### config.mk
export PLATFORM = sky130hd
export DESIGN_NAME = fetch_queue
export DESIGN_NICKNAME = d
export VERILOG_FILES = /design/src/rtl/fetch_queue.sv
export SDC_FILE = /design/constraint.sdc
export NUM_CORES = 1
export LEC_CHECK = 0
export BUFFER_PORTS_ARGS = -buffer_cell sky130_fd_sc_hd__buf_4
export CORE_MARGIN = 2
export CORE_UTILIZATION = 60
export CTS_BUF_LIST = sky130_fd_sc_hd__clkbuf_16
export CTS_CLUSTER_DIAMETER = 200
export DETAILED_ROUTE_END_ITERATION = 10
export GPL_TIMING_DRIVEN = 0
export MAX_ROUTING_LAYER = met4
export PLACE_DENSITY = 0.86
export SYNTH_ARGS = -nofsm -noshare
export SYNTH_HDL_FRONTEND = slang
export SYNTH_SLANG_ARGS = --single-unit
### constraint.sdc
create_clock -name clk -period 17.4 [get_ports clk]
set_clock_uncertainty 0.15 [all_clocks]
set_input_delay 0.87 -clock clk [delete_from_list [all_inputs] [get_ports clk]]
set_output_delay 0.87 -clock clk [all_outputs]
set_load 0.02 [all_outputs]
### src/rtl/fetch_queue.sv
// Instruction fetch front end: issues sequential fetches, buffers up to two
// returned words in a small FIFO, and hands them to decode with redirect flushing.
module fetch_queue #(
  parameter int                    DATA_WIDTH = 32,
  parameter logic [DATA_WIDTH-1:0] RESET_PC   = '0
) (
  input  logic                  clk,
  input  logic                  rst,
  output logic                  imem_req,
  output logic [DATA_WIDTH-1:0] imem_addr,
  input  logic [DATA_WIDTH-1:0] imem_rdata,
  input  logic                  redirect,
  input  logic [DATA_WIDTH-1:0] redirect_pc,
  input  logic                  dec_ready,
  output logic                  dec_valid,
  output logic [DATA_WIDTH-1:0] dec_instr,
  output logic [DATA_WIDTH-1:0] dec_pc,
  output logic [DATA_WIDTH-1:0] dec_pc_plus4
);

  localparam logic [DATA_WIDTH-1:0] NOP  = DATA_WIDTH'(32'h0000_0013);
  localparam logic [DATA_WIDTH-1:0] FOUR = DATA_WIDTH'(4);

  logic [DATA_WIDTH-1:0] pc_q, pc_d;
  logic [DATA_WIDTH-1:0] req_pc_q, req_pc_d;
  logic [DATA_WIDTH-1:0] instr_q [2];
  logic [DATA_WIDTH-1:0] instr_d [2];
  logic [DATA_WIDTH-1:0] fpc_q [2];
  logic [DATA_WIDTH-1:0] fpc_d [2];
  logic                  wr_ptr_q, wr_ptr_d;
  logic                  rd_ptr_q, rd_ptr_d;
  logic [1:0]            count_q, count_d;
  logic                  inflight_q, inflight_d;

  logic       pop;
  logic       wr;
  logic       has_entry;
  logic [2:0] occupancy;

  always_comb begin
    has_entry    = (count_q != 2'd0);
    dec_valid    = !rst && has_entry && !redirect;
    dec_instr    = (has_entry && !rst) ? instr_q[rd_ptr_q] : NOP;
    dec_pc       = (has_entry && !rst) ? fpc_q[rd_ptr_q] : '0;
    dec_pc_plus4 = dec_pc + FOUR;

    pop = dec_valid && dec_ready;
    wr  = inflight_q && !redirect;

    // pop implies count > 0, so this never underflows
    occupancy = {1'b0, count_q} + {2'b00, inflight_q} - {2'b00, pop};
    imem_req  = !rst && (redirect || (occupancy < 3'd2));
    imem_addr = redirect ? redirect_pc : pc_q;
  end

  always_comb begin
    pc_d       = pc_q;
    req_pc_d   = req_pc_q;
    instr_d    = instr_q;
    fpc_d      = fpc_q;
    wr_ptr_d   = wr_ptr_q;
    rd_ptr_d   = rd_ptr_q;
    count_d    = count_q;
    inflight_d = imem_req;

    if (imem_req) begin
      pc_d     = imem_addr + FOUR;
      req_pc_d = imem_addr;
    end

    // A redirect flushes the FIFO and drops the response arriving this cycle.
    if (redirect) begin
      wr_ptr_d = 1'b0;
      rd_ptr_d = 1'b0;
      count_d  = 2'd0;
    end else begin
      if (wr) begin
        instr_d[wr_ptr_q] = imem_rdata;
        fpc_d[wr_ptr_q]   = req_pc_q;
        wr_ptr_d          = !wr_ptr_q;
      end
      if (pop) begin
        rd_ptr_d = !rd_ptr_q;
      end
      count_d = count_q + {1'b0, wr} - {1'b0, pop};
    end
  end

  always_ff @(posedge clk or posedge rst) begin
    if (rst) begin
      pc_q       <= RESET_PC;
      req_pc_q   <= '0;
      instr_q[0] <= '0;
      instr_q[1] <= '0;
      fpc_q[0]   <= '0;
      fpc_q[1]   <= '0;
      wr_ptr_q   <= 1'b0;
      rd_ptr_q   <= 1'b0;
      count_q    <= 2'd0;
      inflight_q <= 1'b0;
    end else begin
      pc_q       <= pc_d;
      req_pc_q   <= req_pc_d;
      instr_q    <= instr_d;
      fpc_q      <= fpc_d;
      wr_ptr_q   <= wr_ptr_d;
      rd_ptr_q   <= rd_ptr_d;
      count_q    <= count_d;
      inflight_q <= inflight_d;
    end
  end

endmodule

# [Yosys cells after proc, flatten, opt, wreduce, memory -nomap -nowiden]
# Index checks and enable logic that the tools add are counted.
[totals] regBits=197
[op_classes] add_sub_neg=6 n_lt_le_gt_ge=4 reduce_logical=15 n_mux=18 bitwise=3
[op_table] op="32-bit 2-to-1 mux" count=10
[op_table] op="64-bit bitwise mux" count=2
[op_table] op="32-bit by 3-bit adder with 32-bit output, second input constant" count=2
[op_table] op="32-bit demux with 1-bit select" count=1
[op_table] op="1-bit logical AND" count=6
[op_table] op="2-bit nonzero test" count=3
[op_table] op="2-bit >= comparator, second input constant" count=2
[op_table] op="1-bit zero test" count=4
[op_table] op="1-bit 2-to-1 mux" count=4
[op_table] op="1-bit NOT with 2-bit output" count=2
[op_table] op="2-bit by 1-bit adder with 3-bit output" count=1
[op_table] op="3-bit by 2-bit < comparator with 1-bit output, second input constant" count=1
[op_table] op="3-bit by 1-bit subtractor with 3-bit output" count=1
[op_table] op="2-bit by 1-bit adder with 2-bit output" count=1
[op_table] op="2-bit by 1-bit < comparator with 1-bit output, second input constant" count=1
[op_table] op="2-bit 2-to-1 mux" count=1
[op_table] op="2-bit AND reduction" count=1
[op_table] op="2-bit by 1-bit subtractor with 2-bit output" count=1
[op_table] op="1-bit logical OR" count=1
[op_table] op="1-bit NOT" count=1

# [Longest topological paths before layout]
[logic_depth] depth_word=8 depth_mapped=17 depth_no_buf=11

# [Least setup slack after synthesis]
# Ideal clock, no wire load.
[synth_path] path_kind="input-to-output" start="input port rst" end="output port dec_pc_plus4[18]" required_time_ps=16380 arrival_ps=3725 cell_stages=12 path_slack_ps=12655 cell_sequence="o21bai_1 buf_2 buf_2 buf_1 buf_1 nor2_1 ha_1 nand2_1 o22ai_1 nand4_2 nor4_2 xor2_1"
[synth_via] elab_chain_len=4
[synth_rtl] item="from (decl)" line="8" source="input logic rst,"
[synth_rtl] item="1-bit zero test (no line)"
[synth_rtl] item="1-bit logical AND" line="44" source="dec_pc = (has_entry && !rst) ? fpc_q[rd_ptr_q] : '0;"
[synth_rtl] item="32-bit 2-to-1 mux" line="44"
[synth_rtl] item="via dec_pc[3]" line="17" source="output logic [DATA_WIDTH-1:0] dec_pc,"
[synth_rtl] item="32-bit by 3-bit adder with 32-bit output" line="45" source="dec_pc_plus4 = dec_pc + FOUR;"
[synth_rtl] item="to (decl)" line="18" source="output logic [DATA_WIDTH-1:0] dec_pc_plus4"
# The timed path passes the listed nets, and every way through them passes these cells.

# [Final worst setup path]
[layout_path] start="input port rst" end="output port dec_pc_plus4[14]"
[layout_via] elab_chain_len=4
[layout_rtl] item="1-bit zero test (no line)"
[layout_rtl] item="1-bit logical AND" line="44"
[layout_rtl] item="32-bit 2-to-1 mux" line="44"
[layout_rtl] item="32-bit by 3-bit adder with 32-bit output" line="45"
# No other way between the ends.

==> impl_metrics.prom <==
# TYPE chip_impl_metric gauge
chip_impl_metric{name="timing.final.max_slew_violations",unit=""} 0
chip_impl_info{name="synth.largest_area_cell",value="dfrtp_1"} 1
chip_impl_metric{name="fin_nets",unit=""} 1240
chip_impl_metric{name="p_int",unit="mW"} 1.083
chip_impl_info{name="yosys_most_used_dff",value="dfrtp_1"} 1
chip_impl_metric{name="route.detailed.drc",unit=""} 0
chip_impl_metric{name="grt_antenna_before_repair",unit=""} 0
chip_impl_metric{name="max_slew.worst_pin.slew",unit="ns"} 0.8640
chip_impl_metric{name="dieWidth",unit="um"} 134.7
chip_impl_metric{name="cts_hold_repair.buffers",unit=""} 0
chip_impl_info{name="worstReg2RegStart",value="count_q[1]"} 1
chip_impl_info{name="worstSetupPathType",value="input port to primary output"} 1
chip_impl_metric{name="syn_inst",unit=""} 952
chip_impl_info{name="run_status",value="finished, final reports clean"} 1
chip_impl_metric{name="max_clock_freq",unit="MHz"} 173.5
chip_impl_metric{name="cts_resized",unit=""} 0
chip_impl_metric{name="antenna-diode-count",unit=""} 0
chip_impl_metric{name="core_footprint",unit="mm^2"} 0.01664
chip_impl_metric{name="pwr-share-clk",unit=""} 0.230
chip_impl_info{name="clock_tree.root_cell",value="clkbuf_16"} 1
chip_impl_info{name="crit_path_end_kind",value="primary output"} 1
chip_impl_metric{name="grt_first_pass_wirelength",unit="um"} 44240
chip_impl_metric{name="post_synth_fa_ha_maj_area_fraction",unit=""} 0.005615
chip_impl_metric{name="edff_count_synth",unit=""} 0
chip_impl_metric{name="antenna_left",unit=""} 0
chip_impl_metric{name="switching_share",unit=""} 0.3482
chip_impl_metric{name="netlist-cell-type-count",unit=""} 52
chip_impl_metric{name="synth.net_count",unit=""} 1024
chip_impl_metric{name="synth-xor-area-share",unit=""} 0.04101
chip_impl_info{name="startpoint_type",value="input port"} 1
chip_impl_metric{name="dpl.hpwl",unit="um"} 20720
chip_impl_metric{name="worst_slack",unit="ns"} 11.64
chip_impl_metric{name="max_capacitance_violation_count",unit=""} 0
chip_impl_metric{name="post_route_cells_drive_above_1_share",unit=""} 0.3531
chip_impl_metric{name="synth-compound-area-share",unit=""} 0.05834
chip_impl_metric{name="post_route_clock_period_utilization",unit=""} 0.3313
chip_impl_metric{name="synth_warnings",unit=""} 0
chip_impl_info{name="synthMostInstantiatedCell",value="dfrtp_1"} 1
chip_impl_metric{name="cp_data_required_time",unit="ns"} 16.38
chip_impl_metric{name="drtPass1Iterations",unit=""} 5
chip_impl_metric{name="final_util",unit=""} 0.7575
chip_impl_metric{name="r2r_setup_slack",unit="ns"} 12.99
chip_impl_metric{name="vdd.ir_drop.worst",unit="uV"} 91.77
chip_impl_metric{name="yosys.area_share.simple",unit=""} 0.1460
chip_impl_metric{name="layout-area-overhead-vs-synth",unit="%"} 22.98
chip_impl_info{name="synth_top_cells_by_count",value="dfrtp_1 (195), mux2_2 (140), nand2_1 (112), mux2i_1 (82), nor2_1 (80)"} 1
chip_impl_metric{name="rows",unit=""} 47
chip_impl_metric{name="syn_avg_cell_area",unit="um^2"} 10.77
chip_impl_metric{name="synth-async-reset-ratio",unit=""} 1.000
chip_impl_info{name="crit_path_top_delay_cell",value="nand4_2"} 1
chip_impl_metric{name="initialDrtViolationCount",unit=""} 669
chip_impl_metric{name="setup_tns",unit="ns"} 0
chip_impl_metric{name="hold_path_depth",unit=""} 2
chip_impl_metric{name="dr_total_vias",unit=""} 8351
chip_impl_metric{name="maximum_number_of_pins_on_one_net_before_global_route_repair",unit=""} 133
chip_impl_info{name="timing.critical_path.max_delay_family",value="buffers and inverters"} 1
chip_impl_metric{name="final_worst_path_period_need",unit="ns"} 5.764
chip_impl_metric{name="wirelength",unit="um"} 27890
chip_impl_metric{name="clkTransAtPathRegs",unit="ns"} 0.07
chip_impl_metric{name="grt_pass1_vias",unit=""} 8364
chip_impl_info{name="min-delay-start",value="pc_q[30]"} 1
chip_impl_info{name="reg2reg_capture_point",value="pc_q[29]"} 1
chip_impl_info{name="worstPathCellList",value="buf_4 > o21bai_1 > buf_2 > buf_2 > buf_1 > buf_1 > nor2_1 > ha_1 > nand2_1 > o22ai_1 > nand4_2 > nor4_1 > xor2_1 > buf_4"} 1
chip_impl_metric{name="placer_s_final_routability_congestion_estimate",unit=""} 0.9937
chip_impl_metric{name="power_per_cell_area",unit="mW/mm^2"} 131.8
chip_impl_metric{name="combPwrFrac",unit=""} 0.313
chip_impl_metric{name="grt_remaining_overflow",unit=""} 0
chip_impl_metric{name="mappedNetlistArea",unit="mm^2"} 0.01025
chip_impl_info{name="worstHoldPathType",value="flop to flop"} 1
chip_impl_metric{name="port_buffers",unit=""} 196
chip_impl_metric{name="seq_pwr_share",unit=""} 0.457
chip_impl_info{name="unrepaired_setup_endpoints_after_global_routing",value="false"} 1
chip_impl_info{name="clock_tree_from_tritoncts",value="done"} 1
chip_impl_metric{name="clkSinkCount",unit=""} 195
chip_impl_metric{name="reg2reg_depth",unit=""} 13
chip_impl_metric{name="clock_latency",unit="ns"} 0.44
chip_impl_metric{name="fp.dieArea",unit="mm^2"} 0.01815
chip_impl_metric{name="routed_via_density",unit=""} 5.961
chip_impl_metric{name="finalHoldViolations",unit=""} 0
chip_impl_metric{name="switching_power",unit="mW"} 0.5788
chip_impl_metric{name="critical_path.max_fanout",unit=""} 10
chip_impl_metric{name="setup_viol",unit=""} 0
chip_impl_metric{name="ys_seq_elements",unit=""} 195
chip_impl_metric{name="netlist.area_leader.share",unit=""} 0.4760
chip_impl_metric{name="htreeDepth",unit=""} 4
chip_impl_metric{name="ctsLongestPathBuffers",unit=""} 2
chip_impl_metric{name="global_route.usage.total",unit=""} 0.3247
chip_impl_metric{name="initial_utilization",unit=""} 0.6160
chip_impl_metric{name="synth_sequential_area_ratio",unit=""} 0.4760
chip_impl_info{name="synth_area_leaders",value="dfrtp_1 (48%), mux2_2 (15%), mux2i_1 (8.0%)"} 1
chip_impl_metric{name="timing.critical_path.arrival",unit="ns"} 4.74
chip_impl_metric{name="io-pin-count",unit=""} 198
chip_impl_metric{name="crit_buf_inv",unit=""} 6
chip_impl_metric{name="stdcell_count",unit=""} 1401
chip_impl_metric{name="worst_slew_margin_rel",unit=""} 0.4240
chip_impl_metric{name="height_of_the_chip",unit="um"} 134.7
chip_impl_info{name="combinational_family_with_the_most_area_after_synthesis",value="multiplexers"} 1
chip_impl_metric{name="cpPeakStageDelay",unit="ns"} 0.42
chip_impl_info{name="min_delay_worst_endpoint",value="pc_q[30]"} 1
chip_impl_metric{name="detailedPlace.worstSlack",unit="ns"} 11.75
chip_impl_metric{name="static-leakage-power",unit="nW"} 5.796
chip_impl_metric{name="post_synth_mux_area_share",unit=""} 0.2339
chip_impl_metric{name="placed_cells",unit=""} 1369
chip_impl_metric{name="detail_route.wl_per_cell",unit="um"} 19.91
chip_impl_metric{name="cts.repair_timing.setup_buffer_count",unit=""} 0
chip_impl_metric{name="number_of_buffers_inserted_during_clock_tree_synthesis",unit=""} 17
-- layout make-up --
class	count	area (um^2)
inverters	27	108.9
well taps	220	275.3
clock inverters	15	148.9
multi-input cells	673	4970
clock buffers	17	425.4
repair buffers	197	1499
flip-flops and latches	195	4880
plain buffers	57	300.3
fillers	1112	4035
-- how the worst max path moves through the flow --
stage               startpoint               end  slack (ns)  cells past startpoint
floorplan                  rst        count_q[0]       11.07                      1
global placement           rst       instr_q[14]        8.95                      2
finish                     rst  dec_pc_plus4[14]       11.64                     14
CTS                        rst  dec_pc_plus4[14]       11.71                     14
detailed placement         rst  dec_pc_plus4[14]       11.75                     14
global route               rst  dec_pc_plus4[14]       11.42                     14
-- kinds of logic after synthesis --
| kind of cell | after synthesis |
|---|---|
| compound gates | 89 |
| xor+xnor | 48 |
| fa+ha+maj | 4 |
| buf+inv | 84 |
| flops | 195 |
| mux | 222 |
| simple gates | 310 |
-- cell usage in the layout, fill, tap and decap left out, types with 4 or more instances in the layout --
master,n
nand3_1,26
mux2_2,140
clkbuf_1,14
nor2_1,80
nand4_1,22
nor3b_1,4
buf_2,27
nor3_1,15
mux2i_1,82
inv_1,27
nor4_1,10
nand3b_1,13
nand4b_1,9
a21oi_1,9
a211oi_1,4
xnor2_1,23
buf_1,7
buf_4,200
dfrtp_1,195
o21ai_0,41
buf_6,5
inv_6,4
clkbuf_16,17
xor2_1,25
nand2_1,112
o31ai_1,8
-- metrics by stage --
step                power (mW)  cell area [um^2]  hold WS, ns
finish                   1.662             12610       0.3349
global route             1.747             12610       0.3663
CTS                      1.660             12610       0.3334
detailed placement       1.278             12030       0.3170
global placement         1.242             12000       0.3134
floorplan                1.087             10250       0.2950
-- state kept, by name, summed over array words and instances, names as in the netlist --
register and count:
count_q 2, inflight_q 1, rd_ptr_q 1, req_pc_q 30
fpc_q 64, instr_q 64, wr_ptr_q 1, pc_q 32
-- worst reg2reg max path: stages, from the launching register on --
cell and delay (ns):
dfrtp_1 0.46, o21bai_1 0.49, buf_2 0.38, buf_2 0.36
nor3_1 0.17, fa_1 0.43, xnor2_1 0.14, a21oi_1 0.21
or2_2 0.16, buf_2 0.23, clkbuf_1 0.45, clkbuf_1 0.50
nand2_1 0.10, o31ai_1 0.10
-- layer usage --
metal | vias to the layer above | part of all wire | GRT usage
li1 | 3789 | - | -
met1 | 4112 | 0.41 | 0.4256
met2 | 369 | 0.49 | 0.5166
met3 | 81 | 0.069 | 0.04167
met4 | 0 | 0.032 | 0.1339
met5 | - | 0 | -
-- power groups by stage --
stage | clock, mW | sequential (mW) | combinational [mW]
finish | 0.382 | 0.760 | 0.520
detailed placement | 0 | 0.763 | 0.516
global placement | 0 | 0.748 | 0.494
floorplan | 0 | 0.718 | 0.368
global route | 0.404 | 0.780 | 0.563
CTS | 0.385 | 0.755 | 0.519
No activity file was read; power rests on OpenSTA's default activity.
